[config.mk]
export PLATFORM = sky130hd
export DESIGN_NAME = spi_shift_reg
export DESIGN_NICKNAME = d
export VERILOG_FILES = /design/src/rtl/spi_pkg.sv /design/src/rtl/spi_shift_reg.sv
export SDC_FILE = /design/constraint.sdc
export NUM_CORES = 1
export LEC_CHECK = 0
export ABC_CLOCK_PERIOD_IN_PS = 2500
export CORE_ASPECT_RATIO = 0.9
export CORE_MARGIN = 2
export CORE_UTILIZATION = 35
export CTS_CLUSTER_DIAMETER = 30
export DETAILED_ROUTE_END_ITERATION = 8
export SLEW_MARGIN = 20
export SYNTH_ARGS = -nofsm -noshare
export SYNTH_HDL_FRONTEND = slang
export SYNTH_SLANG_ARGS = --single-unit
[constraint.sdc]
create_clock -name PCLK -period 2.5 [get_ports PCLK]
set_clock_uncertainty 0.1 [all_clocks]
set_input_delay 0.75 -clock PCLK [delete_from_list [all_inputs] [get_ports PCLK]]
set_output_delay 0.75 -clock PCLK [all_outputs]
set_load 0.005 [all_outputs]
[src/rtl/spi_pkg.sv]
// rtl/spi_pkg.sv - shared SPI FSM states, default frame width and mode encodings
package spi_pkg;

  typedef enum logic [1:0] {
    IDLE   = 2'd0,
    ACTIVE = 2'd1,
    SHIFT  = 2'd2,
    DONE   = 2'd3
  } spi_state_e;

  localparam int SPI_DATA_W_DEF = 8;

  // Mode encodings as {cpol, cpha}, shared with the clock/flag generator
  localparam logic [1:0] MODE0 = 2'b00;
  localparam logic [1:0] MODE1 = 2'b01;
  localparam logic [1:0] MODE2 = 2'b10;
  localparam logic [1:0] MODE3 = 2'b11;

endpackage

[src/rtl/spi_shift_reg.sv]
// rtl/spi_shift_reg.sv - SPI frame shifter: drives mosi, captures miso on generator strobes
module spi_shift_reg
  import spi_pkg::*;
#(
  parameter int DATA_W = SPI_DATA_W_DEF
) (
  input  logic              PCLK,
  input  logic              PRESETn,
  input  logic              ss,
  input  logic              send_data,
  input  logic [DATA_W-1:0] data_mosi,
  input  logic              lsbfe,
  input  logic              cpol,
  input  logic              cpha,
  input  logic              flag_low,
  input  logic              flag_high,
  input  logic              miso,
  output logic              mosi,
  output logic [DATA_W-1:0] data_miso,
  output logic              busy,
  output logic              rx_done
);

  localparam int CNT_W = $clog2(DATA_W + 1);
  localparam logic [CNT_W-1:0] LAST_CNT = CNT_W'(DATA_W);

  spi_state_e        state;
  logic [DATA_W-1:0] tx_sr;
  logic [DATA_W-1:0] rx_sr;
  logic [CNT_W-1:0]  bit_cnt;
  logic              m_cpol;
  logic              m_cpha;
  logic              m_lsbfe;

  logic              strb;
  logic [DATA_W-1:0] rx_next;
  logic [CNT_W-1:0]  cnt_next;

  // Bit of word w to transmit after idx bits have already gone out
  function automatic logic tx_bit(input logic [DATA_W-1:0] w,
                                  input logic [CNT_W-1:0]  idx,
                                  input logic              lsb_first);
    logic [CNT_W-1:0]  pos;
    logic [DATA_W-1:0] shifted;
    pos     = lsb_first ? idx : (LAST_CNT - CNT_W'(1) - idx);
    shifted = w >> pos;
    return shifted[0];
  endfunction

  // Pick the sampling strobe for the mode latched at load; the other flag is ignored
  always_comb begin
    strb = flag_low;
    case ({m_cpol, m_cpha})
      MODE0, MODE3: strb = flag_low;
      MODE1, MODE2: strb = flag_high;
      default:      strb = flag_low;
    endcase
  end

  // Receive shift and bit count as they would look after this strobe
  always_comb begin
    rx_next  = m_lsbfe ? {miso, rx_sr[DATA_W-1:1]} : {rx_sr[DATA_W-2:0], miso};
    cnt_next = bit_cnt + CNT_W'(1);
  end

  // Frame FSM: load, sample on strobe, advance mosi one cycle later, publish word
  always_ff @(posedge PCLK or negedge PRESETn) begin
    if (!PRESETn) begin
      state     <= IDLE;
      tx_sr     <= '0;
      rx_sr     <= '0;
      bit_cnt   <= '0;
      m_cpol    <= 1'b0;
      m_cpha    <= 1'b0;
      m_lsbfe   <= 1'b0;
      mosi      <= 1'b0;
      data_miso <= '0;
      busy      <= 1'b0;
      rx_done   <= 1'b0;
    end else begin
      rx_done <= 1'b0;
      case (state)
        IDLE: begin
          if (send_data && !ss) begin
            tx_sr   <= data_mosi;
            mosi    <= tx_bit(data_mosi, '0, lsbfe);
            bit_cnt <= '0;
            m_cpol  <= cpol;
            m_cpha  <= cpha;
            m_lsbfe <= lsbfe;
            busy    <= 1'b1;
            state   <= ACTIVE;
          end
        end
        ACTIVE: begin
          if (ss) begin
            // Abort beats a coincident strobe: the sampled bit is dropped
            state <= IDLE;
            busy  <= 1'b0;
            mosi  <= 1'b0;
          end else if (strb) begin
            rx_sr   <= rx_next;
            bit_cnt <= cnt_next;
            if (cnt_next == LAST_CNT) begin
              data_miso <= rx_next;
              rx_done   <= 1'b1;
              state     <= DONE;
            end else begin
              state <= SHIFT;
            end
          end
        end
        SHIFT: begin
          if (ss) begin
            state <= IDLE;
            busy  <= 1'b0;
            mosi  <= 1'b0;
          end else begin
            mosi  <= tx_bit(tx_sr, bit_cnt, m_lsbfe);
            state <= ACTIVE;
          end
        end
        DONE: begin
          busy  <= 1'b0;
          mosi  <= 1'b0;
          state <= IDLE;
        end
        default: begin
          state <= IDLE;
          busy  <= 1'b0;
          mosi  <= 1'b0;
        end
      endcase
    end
  end

endmodule

==> results_dict.tcl <==
set metrics [dict create \
    fill_cells 488 \
    synth_edf_count 0 \
    tns_ns 0 \
    max_freq_mhz 462 \
    drt-total-wl_um 3630 \
    die-area_um2 5930 \
    met1_usage_pct 17.7 \
    routabilityCongestion 0.761 \
    global_route_wire_length_before_repair_um 6410 \
    rsz_0062_raised_after_global_routing "false" \
    pin_count_of_the_biggest_net_entering_global_routing 37 \
    vdd_ir_drop_max_mv 0.445 \
    syn2layout_area_growth_pct 27.6 \
    worstReg2RegEnd "data_miso[2]" \
    cts.hold.buffers_added 0 \
    post-dp-hpwl_um 2690 \
    final_net_count 213 \
    core-area_um2 5190 \
    postSynth.topFlopCell "dfrtp_1" \
    initial_drt_markers 49 \
    clock_tree.buffer_depth 2 \
    min-delay-path-class "reg -> reg" \
    worstMarginPinSlew_ns 0.509 \
    finalHoldViolations 0 \
    die_width_um 80.9 \
    fp-row-count 25 \
    cts_max_level 2 \
    setup.worst_path.class "in -> reg" \
    ctsResizeCount 0 \
    floorplan.initialDensity_pct 35.9 \
    synth-seq-cells 36 \
    gr-total-overflow 0 \
    multi_input_area_um2 912 \
    rrSetupSlack_ns 0.39 \
    worstHoldStart "bit_cnt[3]" \
    total_leakage_power_nw 1.02 \
    detailroute.via_count 1291 \
    startpoint "ss" \
    synthArstFlopShare_pct 100 \
    post_drt_via_cell_ratio 5.00 \
    clk-insertion-delay-late_ns 0.28 \
    placement.io_buffers 28 \
    die_y_um 73.2 \
    synthesized_area_divided_by_synthesized_cell_count_um2 12.2 \
    regArea_um2 901 \
    setup_slack_ns 0.335 \
    setup_viol 0 \
    period_needed_ns 2.17 \
    clkSinkCount 36 \
    layout-drive-gt1-share_pct 29.3 \
    netlist-cell-type-count 39 \
    place_worst_setup_slack_ns 0.0231 \
    number_of_antenna_violations_at_the_first_check_in_global_routing 0 \
    wire_per_inst_um 14.1 \
    root_buffer "clkbuf_8" \
    end_point_of_the_critical_path "data_miso[2]" \
    tritonroute_pass_1_iters 4 \
    post_cts_buffers 0 \
    crit_fanout 9 \
    worst_slew_margin_rel_pct 65.4 \
    grt_usage_pct 14.2 \
    final_period_utilization_pct 86.6 \
    gr-max-usage-layer "met2" \
    diodes_inserted 0 \
    syn-instance-count 153 \
    endpoint_kind "flop" \
    cp_data_arrival_time_ns 2.24 \
    groute.layer.met2.usage_pct 23.0 \
    cp.required_ns 2.57 \
    drv_slew 0 \
    tritoncts_clock_tree "done" \
    met3_usage_pct 4.21 \
    synthesis.nets 176 \
    antenna_violating_nets_post_route 0 \
    worst_setup_hold_path_clk_slew_ns 0.07 \
    drc 0 \
    first_global_vias 1383 \
    worstReg2RegStart "state[1]" \
    yosysWarnings 0 \
    critical_path.startpoint_type "primary input" \
    power_per_cell_area_nw_per_um2 1020 \
    cts-buffers-inserted 5 \
    status "finished clean" \
    post_synth_instance_area_um2 1860 \
    timing.reg2reg.worst_path_depth 7 \
    max_cap_viol_count 0 \
    design.portCount 29 \
    seq_area_frac_synth_pct 48.3 \
]
[where the power goes]
group	leakage (nW)	switching [W]	internal, W
sequential	0.468	0.000200	0.000777
combinational	0.508	0.000446	0.000567
clock	0.0455	0.000200	0.000225
total	1.02	0.000846	0.00157
[cells in the mapped netlist, types with 2 or more instances]
| cell type | number | area, um^2 |
|---|---|---|
| dfrtp_1 | 36 | 901 |
| mux2_2 | 36 | 405 |
| nand2_1 | 12 | 45.0 |
| inv_1 | 7 | 26.3 |
| mux2i_1 | 6 | 60.1 |
| ha_1 | 5 | 62.6 |
| o21ai_0 | 5 | 25.0 |
| o22ai_1 | 4 | 25.0 |
| clkbuf_1 | 3 | 11.3 |
| nand2b_1 | 3 | 18.8 |
| nand3_1 | 3 | 15.0 |
| nor2_1 | 3 | 11.3 |
| a21oi_1 | 2 | 10.0 |
| buf_2 | 2 | 10.0 |
| xnor2_1 | 2 | 17.5 |
[worst min path at each step]
stage	cells past startpoint	to
5_1_grt	1	mosi
3_3_place_gp	1	mosi
6_report	1	mosi
2_1_floorplan	1	mosi
4_1_cts	1	mosi
3_5_place_dp	1	mosi
[state kept, by name, indices dropped and copies added, names as in the netlist]
signal     flops
mosi           1
m_cpha         1
state          2
busy           1
bit_cnt        4
m_cpol         1
rx_done        1
rx_sr          8
tx_sr          8
m_lsbfe        1
data_miso      8
[final cells by class]
class                      instances  share of cell area (%)
multi-input combinational        104                    38.3
sequential                        36                    37.9
timing repair buffer              36                    15.4
clock buffer                       8                    3.79
tap                               67                    3.52
inverter                           7                    1.10
[cell families (layout without fill, tap and decap cells)]
group,after synthesis,after routing,synth area share [%]
XOR/XNOR,2,2,0.940
adder cells (fa/ha/maj),5,5,3.36
buffers and inverters,13,51,2.75
AND/OR/NAND/NOR,31,31,9.13
AO/OA/AOI/OAI,23,23,9.80
multiplexers,43,43,25.7
flip-flops,36,36,48.3
[layout by cell type (no fill, tap or decap), types with 2 or more instances in the layout]
| master | count |
|---|---|
| a21oi_1 | 2 |
| buf_12 | 2 |
| buf_4 | 6 |
| clkbuf_1 | 2 |
| clkbuf_8 | 6 |
| clkdlybuf4s50_1 | 28 |
| dfrtp_1 | 36 |
| ha_1 | 5 |
| inv_1 | 7 |
| mux2_2 | 36 |
| mux2i_1 | 6 |
| nand2_1 | 12 |
| nand2b_1 | 3 |
| nand3_1 | 3 |
| nor2_1 | 3 |
| o21ai_0 | 5 |
| o22ai_1 | 4 |
| xnor2_1 | 2 |
[critical path, stage by stage]
cell,delay [ns]
clkdlybuf4s50_1,0.42
and2b_1,0.22
nand4_1,0.16
nor3_4,0.20
buf_12,0.15
mux2_2,0.33
[per-layer routing]
layer | part of all wire [%] | routed length (um) | vias up
met5 | 0 | 0 | -
met4 | 1.1 | 41 | 0
met3 | 4.6 | 167 | 4
met2 | 48 | 1730 | 23
met1 | 47 | 1690 | 636
li1 | - | - | 628
[metrics by stage]
stage	instance area (um^2)	util, %	hold WS [ns]	cells	power [W]
after detailed placement	2290	44.1	0.374	250	0.00201
after CTS	2380	45.8	0.386	258	0.00245
final	2380	45.8	0.381	258	0.00242
after floorplan	1860	-	0.336	153	0.00171
after global routing	2380	45.8	0.402	258	0.00260
after global placement	2290	44.1	0.368	250	0.00196
Note: power is estimated with default switching activity, not from simulation.
